`src/rtl/move_scheduler.sv`:
```
// Piece-movement sequencer: arbitrates gravity and keyboard requests, bounds-checks, issues one move command at a time.
// Latency: request sampled at edge N pends, cmd_valid is high after N+1, handshake at N+2 with cmd_ready held high.
// Backpressure: cmd_valid/cmd_op are held until cmd_ready; new requests keep pending meanwhile.
//
// Ports:
//   clock, resetn        system clock, synchronous active-low reset
//   key_code             PS/2 scan code, non-zero for one cycle per key event
//   grav_tick            one-cycle gravity request
//   cmd_ready            datapath accepts the offered command this cycle
//   cmd_valid, cmd_op    offered command (1=LEFT 2=RIGHT 3=DOWN 4=SPAWN, 0 when idle)
//   piece_row, piece_col current piece position
//   landed               one-cycle pulse after a SPAWN handshake
//   reject               one-cycle pulse when an out-of-field move is discarded
module move_scheduler #(
    parameter int COLS      = 20,
    parameter int ROWS      = 20,
    parameter int SPAWN_COL = 9,
    parameter int LOCKOUT   = 5000000
) (
    input  logic       clock,
    input  logic       resetn,
    input  logic [7:0] key_code,
    input  logic       grav_tick,
    input  logic       cmd_ready,
    output logic       cmd_valid,
    output logic [2:0] cmd_op,
    output logic [4:0] piece_row,
    output logic [4:0] piece_col,
    output logic       landed,
    output logic       reject
);
    localparam int CW = $clog2(LOCKOUT + 1);

    localparam logic [0:0] S_IDLE  = 1'b0;
    localparam logic [0:0] S_ISSUE = 1'b1;

    localparam logic [2:0] OP_NONE  = 3'd0;
    localparam logic [2:0] OP_LEFT  = 3'd1;
    localparam logic [2:0] OP_RIGHT = 3'd2;
    localparam logic [2:0] OP_DOWN  = 3'd3;
    localparam logic [2:0] OP_SPAWN = 3'd4;

    logic [0:0]    r_state;
    logic [2:0]    r_op;
    logic          r_srv_grav;     // which pending bit the offered command serves
    logic          r_key_pend;
    logic [2:0]    r_key_op;
    logic          r_grav_pend;
    logic [CW-1:0] r_cnt;
    logic [4:0]    r_row;
    logic [4:0]    r_col;
    logic          r_landed;
    logic          r_reject;

    logic [2:0]    w_dec;
    logic          w_key_acc;
    logic          w_hs;
    logic          w_at_bottom;
    logic          w_issue;
    logic [2:0]    w_next_op;
    logic          w_next_srv_grav;
    logic          w_rej;
    logic          w_clr_key;
    logic          w_clr_grav;

    always_comb begin
        w_dec = OP_NONE;
        case (key_code)
            8'h1C:   w_dec = OP_LEFT;
            8'h23:   w_dec = OP_RIGHT;
            8'h1B:   w_dec = OP_DOWN;
            default: w_dec = OP_NONE;
        endcase
    end

    // Unrecognised codes never reach the lockout counter.
    assign w_key_acc   = (w_dec != OP_NONE) && (r_cnt == '0) && !r_key_pend;
    assign w_hs        = (r_state == S_ISSUE) && cmd_ready;
    assign w_at_bottom = (r_row == 5'(ROWS - 1));

    always_comb begin
        w_issue         = 1'b0;
        w_next_op       = OP_NONE;
        w_next_srv_grav = 1'b0;
        w_rej           = 1'b0;
        w_clr_key       = 1'b0;
        w_clr_grav      = 1'b0;
        if (r_state == S_IDLE) begin
            if (r_grav_pend) begin
                w_issue         = 1'b1;
                w_next_srv_grav = 1'b1;
                w_next_op       = w_at_bottom ? OP_SPAWN : OP_DOWN;
            end else if (r_key_pend) begin
                if ((r_key_op == OP_LEFT  && r_col == 5'd0) ||
                    (r_key_op == OP_RIGHT && r_col == 5'(COLS - 1))) begin
                    w_rej     = 1'b1;
                    w_clr_key = 1'b1;
                end else begin
                    w_issue   = 1'b1;
                    w_next_op = (r_key_op == OP_DOWN) ? (w_at_bottom ? OP_SPAWN : OP_DOWN)
                                                      : r_key_op;
                end
            end
        end else if (cmd_ready) begin
            // A respawn discards whatever else was queued against the old piece.
            if (r_op == OP_SPAWN) begin
                w_clr_key  = 1'b1;
                w_clr_grav = 1'b1;
            end else if (r_srv_grav) begin
                w_clr_grav = 1'b1;
            end else begin
                w_clr_key  = 1'b1;
            end
        end
    end

    always_ff @(posedge clock) begin
        if (!resetn) begin
            r_state     <= S_IDLE;
            r_op        <= OP_NONE;
            r_srv_grav  <= 1'b0;
            r_key_pend  <= 1'b0;
            r_key_op    <= OP_NONE;
            r_grav_pend <= 1'b0;
            r_cnt       <= '0;
            r_row       <= 5'd0;
            r_col       <= 5'(SPAWN_COL);
            r_landed    <= 1'b0;
            r_reject    <= 1'b0;
        end else begin
            r_landed    <= w_hs && (r_op == OP_SPAWN);
            r_reject    <= w_rej;
            // A tick on the clearing edge is a fresh request, so set wins.
            r_grav_pend <= grav_tick | (r_grav_pend & ~w_clr_grav);
            r_key_pend  <= w_key_acc | (r_key_pend & ~w_clr_key);

            if (w_key_acc) begin
                r_key_op <= w_dec;
                r_cnt    <= CW'(LOCKOUT);
            end else if (r_cnt != '0) begin
                r_cnt <= r_cnt - CW'(1);
            end

            if (w_issue) begin
                r_state    <= S_ISSUE;
                r_op       <= w_next_op;
                r_srv_grav <= w_next_srv_grav;
            end else if (w_hs) begin
                r_state <= S_IDLE;
                r_op    <= OP_NONE;
                case (r_op)
                    OP_LEFT:  r_col <= r_col - 5'd1;
                    OP_RIGHT: r_col <= r_col + 5'd1;
                    OP_DOWN:  r_row <= r_row + 5'd1;
                    OP_SPAWN: begin
                        r_row <= 5'd0;
                        r_col <= 5'(SPAWN_COL);
                    end
                    default: ;
                endcase
            end
        end
    end

    assign cmd_valid = (r_state == S_ISSUE);
    assign cmd_op    = cmd_valid ? r_op : OP_NONE;
    assign piece_row = r_row;
    assign piece_col = r_col;
    assign landed    = r_landed;
    assign reject    = r_reject;
endmodule

```
`config.mk`:
```
export PLATFORM = sky130hd
export DESIGN_NAME = move_scheduler
export DESIGN_NICKNAME = d
export VERILOG_FILES = /design/src/rtl/move_scheduler.sv
export SDC_FILE = /design/constraint.sdc
export NUM_CORES = 1
export LEC_CHECK = 0
export BUFFER_PORTS_ARGS = -buffer_cell sky130_fd_sc_hd__buf_2
export CAP_MARGIN = 20
export CORE_AREA = 4 4 75 77
export CTS_BUF_LIST = sky130_fd_sc_hd__clkbuf_2
export CTS_CLUSTER_SIZE = 28
export DETAILED_ROUTE_END_ITERATION = 7
export DIE_AREA = 0 0 79 81
export GPL_ROUTABILITY_DRIVEN = 0
export PLACE_DENSITY = 0.71
export SLEW_MARGIN = 25
export SYNTH_ARGS = -nofsm -noshare
export SYNTH_HDL_FRONTEND = slang
export SYNTH_SLANG_ARGS = --single-unit
```
`constraint.sdc`:
```
create_clock -name clock -period 2.15 [get_ports clock]
set_input_delay 0.3225 -clock clock [delete_from_list [all_inputs] [get_ports clock]]
set_output_delay 0.3225 -clock clock [all_outputs]
set_load 0.01 [all_outputs]
```
==> reports/metrics.cfg <==
[synth]
async_flop_share_pct = 0
synthCells = 285
syn-num-nets = 304
avgSynthCellArea_sq_um = 8.46
synth_top_flop_cell = dfxtp_1
yosysUniqueCellTypes = 49
synth.area.top_cells = dfxtp_1, nor2_1, xnor2_1
ys_warn_count = 0
yosysSeqAreaShare_pct = 36.6
synth_commonest_cells = dfxtp_1, nor2_1, nand2_1
synth_edf_count = 0
synth_top_area_share_pct = 36.6
synth.most_common_cell = dfxtp_1
synth_top_area_cell = dfxtp_1
syn_area_sq_um = 2410
ys_ff_latch = 44

[setup_path]
critPathKind = flop to flop
end_kind = flop
worstPathRequired_ps = 2500
r2r_end = piece_col[4]$_SDFFE_PN0P_
regToRegSetupSlack_ps = 70
crit_path_start_kind = flop
cp_max_fo = 3
reg2reg_depth = 7
regToRegStartpoint = r_op[2]$_SDFFE_PN0P_
crit_arrival_ps = 2430

[drt]
drc = 0
wl_per_cell_um = 13.1
via_count = 2153
first_pass_iters = 4
wirelength_um = 5240
first_iter_violations = 156
final_antenna_net_count = 0
routed_via_density = 5.38

[sta]
slew_violations = 0
fin_crit_ps = 2080
tightest_slew_ps = 484
fin_skew_ps = 37.4
post-route-period-util_pct = 96.5
layout_setup_ws_ps = 74.7
finalHoldViolations = 0
setup_violations = 0
fmax_mhz = 482
max-slew-margin-rel_pct = 66.9

[grt]
grt_pass1_vias = 1925
grt_usage_pct = 17.5
antenna_found_initial = 0
grt_max_degree = 31
grt_pass1_wl_um = 9000
gr-total-overflow = 0

[placement]
place_hpwl_um = 3750
place_ws_ps = 55.8
portBuffers = 27
dp.cells = 392

[die]
die_area_sq_um = 6400
num_rows = 26
fp.dieW_um = 79
initial_core_util_pct = 48.1
io_pins = 28
design.core.area_sq_um = 5010
die_h_um = 81

[hold_path]
hp-start = grav_tick
hold_end = r_grav_pend$_SDFF_PN0_
holdPathStages = 3
hold_path_class = primary input to flop

[cts]
cts_tree = yes
clockBufferDepth = 2
cts_buffers = 5
clkSlewWorstSetupHoldPaths_ps = 260
hold_buffers = 0
htreeDepth = 2
cts_setup_buffers = 0
clock-sinks = 44
cts_root_buffer = clkbuf_2
clock_latency_ps = 450

[layout]
synthToLayoutAreaGrowth_pct = 17.5
nets = 348
layout-drive-gt1-share_pct = 20.6
fin_util_pct = 56.5
diodes = 0
fin_cells = 400

[power_and_ir_drop]
ir_worst_vdd_mv = 0.478
power_density_nw_per_um2 = 1120
p_leak_nw = 1.16
power.total_mw = 3.17

[flow_run]
maxCapViolCount = 0

[run_status]
status = complete, no violations

-- layer usage --
metal / track usage (%) / vias up / share of wire (%) / routed length, um
li1: - / 1116 / - / -
met1: 24.9 / 989 / 52 / 2730
met2: 26.3 / 41 / 43 / 2250
met3: 3.44 / 7 / 3.5 / 184
met4: 6.01 / 0 / 1.5 / 79
met5: 0 / - / 0 / 0
-- state kept, by name, indices dropped and copies added, names as in the netlist --
signal       count
r_key_pend       1
cmd_valid        1
r_grav_pend      1
r_op             3
piece_col        5
reject           1
r_key_op         2
r_cnt           23
r_srv_grav       1
piece_row        5
landed           1
-- critical path, stage by stage (launching register included) --
cell     delay (ps)
dfxtp_2         380
or3b_4          410
fa_2            370
a21o_1          200
a21oi_2         160
xnor2_2         140
nor2_1           70
a221o_1         250
-- area by class of cell --
class,count,area (sq um)
fillers,475,2180
flip-flops and latches,44,882
clock inverters,3,42.5
repair buffers,50,308
clock buffers,5,25.0
inverters,3,11.3
well taps,70,87.6
multi-input cells,225,1480
-- what timing repair did --
action | in CTS | in global routing
endpoints found under the hold margin | 0 | 0
gates resized for setup | 0 | 5
setup endpoints to repair | 0 | 2
-- logic make-up after synthesis --
group / share of synthesized area, %
buffers and inverters: 3.01
muxes: 2.08
AOI/OAI and AO/OA: 15.6
adders and majority gates: 3.95
and+or+nand+nor: 30.1
DFF: 36.6
xor gates and xnor gates: 8.72
-- through the flow --
step | hold WS, ps | area [sq um] | setup TNS (ps)
floorplan | 461 | 2410 | -108
global placement | 493 | 2750 | 0
detailed placement | 504 | 2750 | 0
CTS | 67.6 | 2810 | 0
global route | 56.9 | 2830 | -15.4
finish | 80.3 | 2830 | 0
-- cells in the final DEF, fill, tap and decap left out, types with 7 or more instances in the layout --
cell type and instances:
o21a_1 8, nor2b_1 7, o21ai_0 13, nor2_1 34
nor3_1 10, nand2_1 23, xor2_1 12, buf_4 23
a21oi_1 7, xnor2_1 11, dfxtp_1 43, nor4_1 11
buf_2 27
-- report_power, final --
part | switching (mW) | leakage, nW | internal (mW)
logic | 0.849 | 0.763 | 0.727
clock network | 0.288 | 0.0406 | 0.195
registers | 0.142 | 0.360 | 0.967
-- how the worst max path moves through the flow --
| stage | from | endpoint | slack, ps |
|---|---|---|---|
| floorplan | r_cnt[0]$_SDFFE_PP0P_ | r_cnt[22]$_SDFFE_PN0P_ | -110 |
| global placement | r_cnt[0]$_SDFFE_PP0P_ | r_cnt[22]$_SDFFE_PN0P_ | 90 |
| detailed placement | r_cnt[1]$_SDFFE_PP0P_ | r_cnt[22]$_SDFFE_PN0P_ | 60 |
| CTS | r_op[2]$_SDFFE_PN0P_ | piece_col[4]$_SDFFE_PN0P_ | 4 |
| global route | r_op[2]$_SDFFE_PN0P_ | piece_col[4]$_SDFFE_PN0P_ | -20 |
| finish | r_op[2]$_SDFFE_PN0P_ | piece_col[4]$_SDFFE_PN0P_ | 70 |
(Power assumes the default switching activity.)
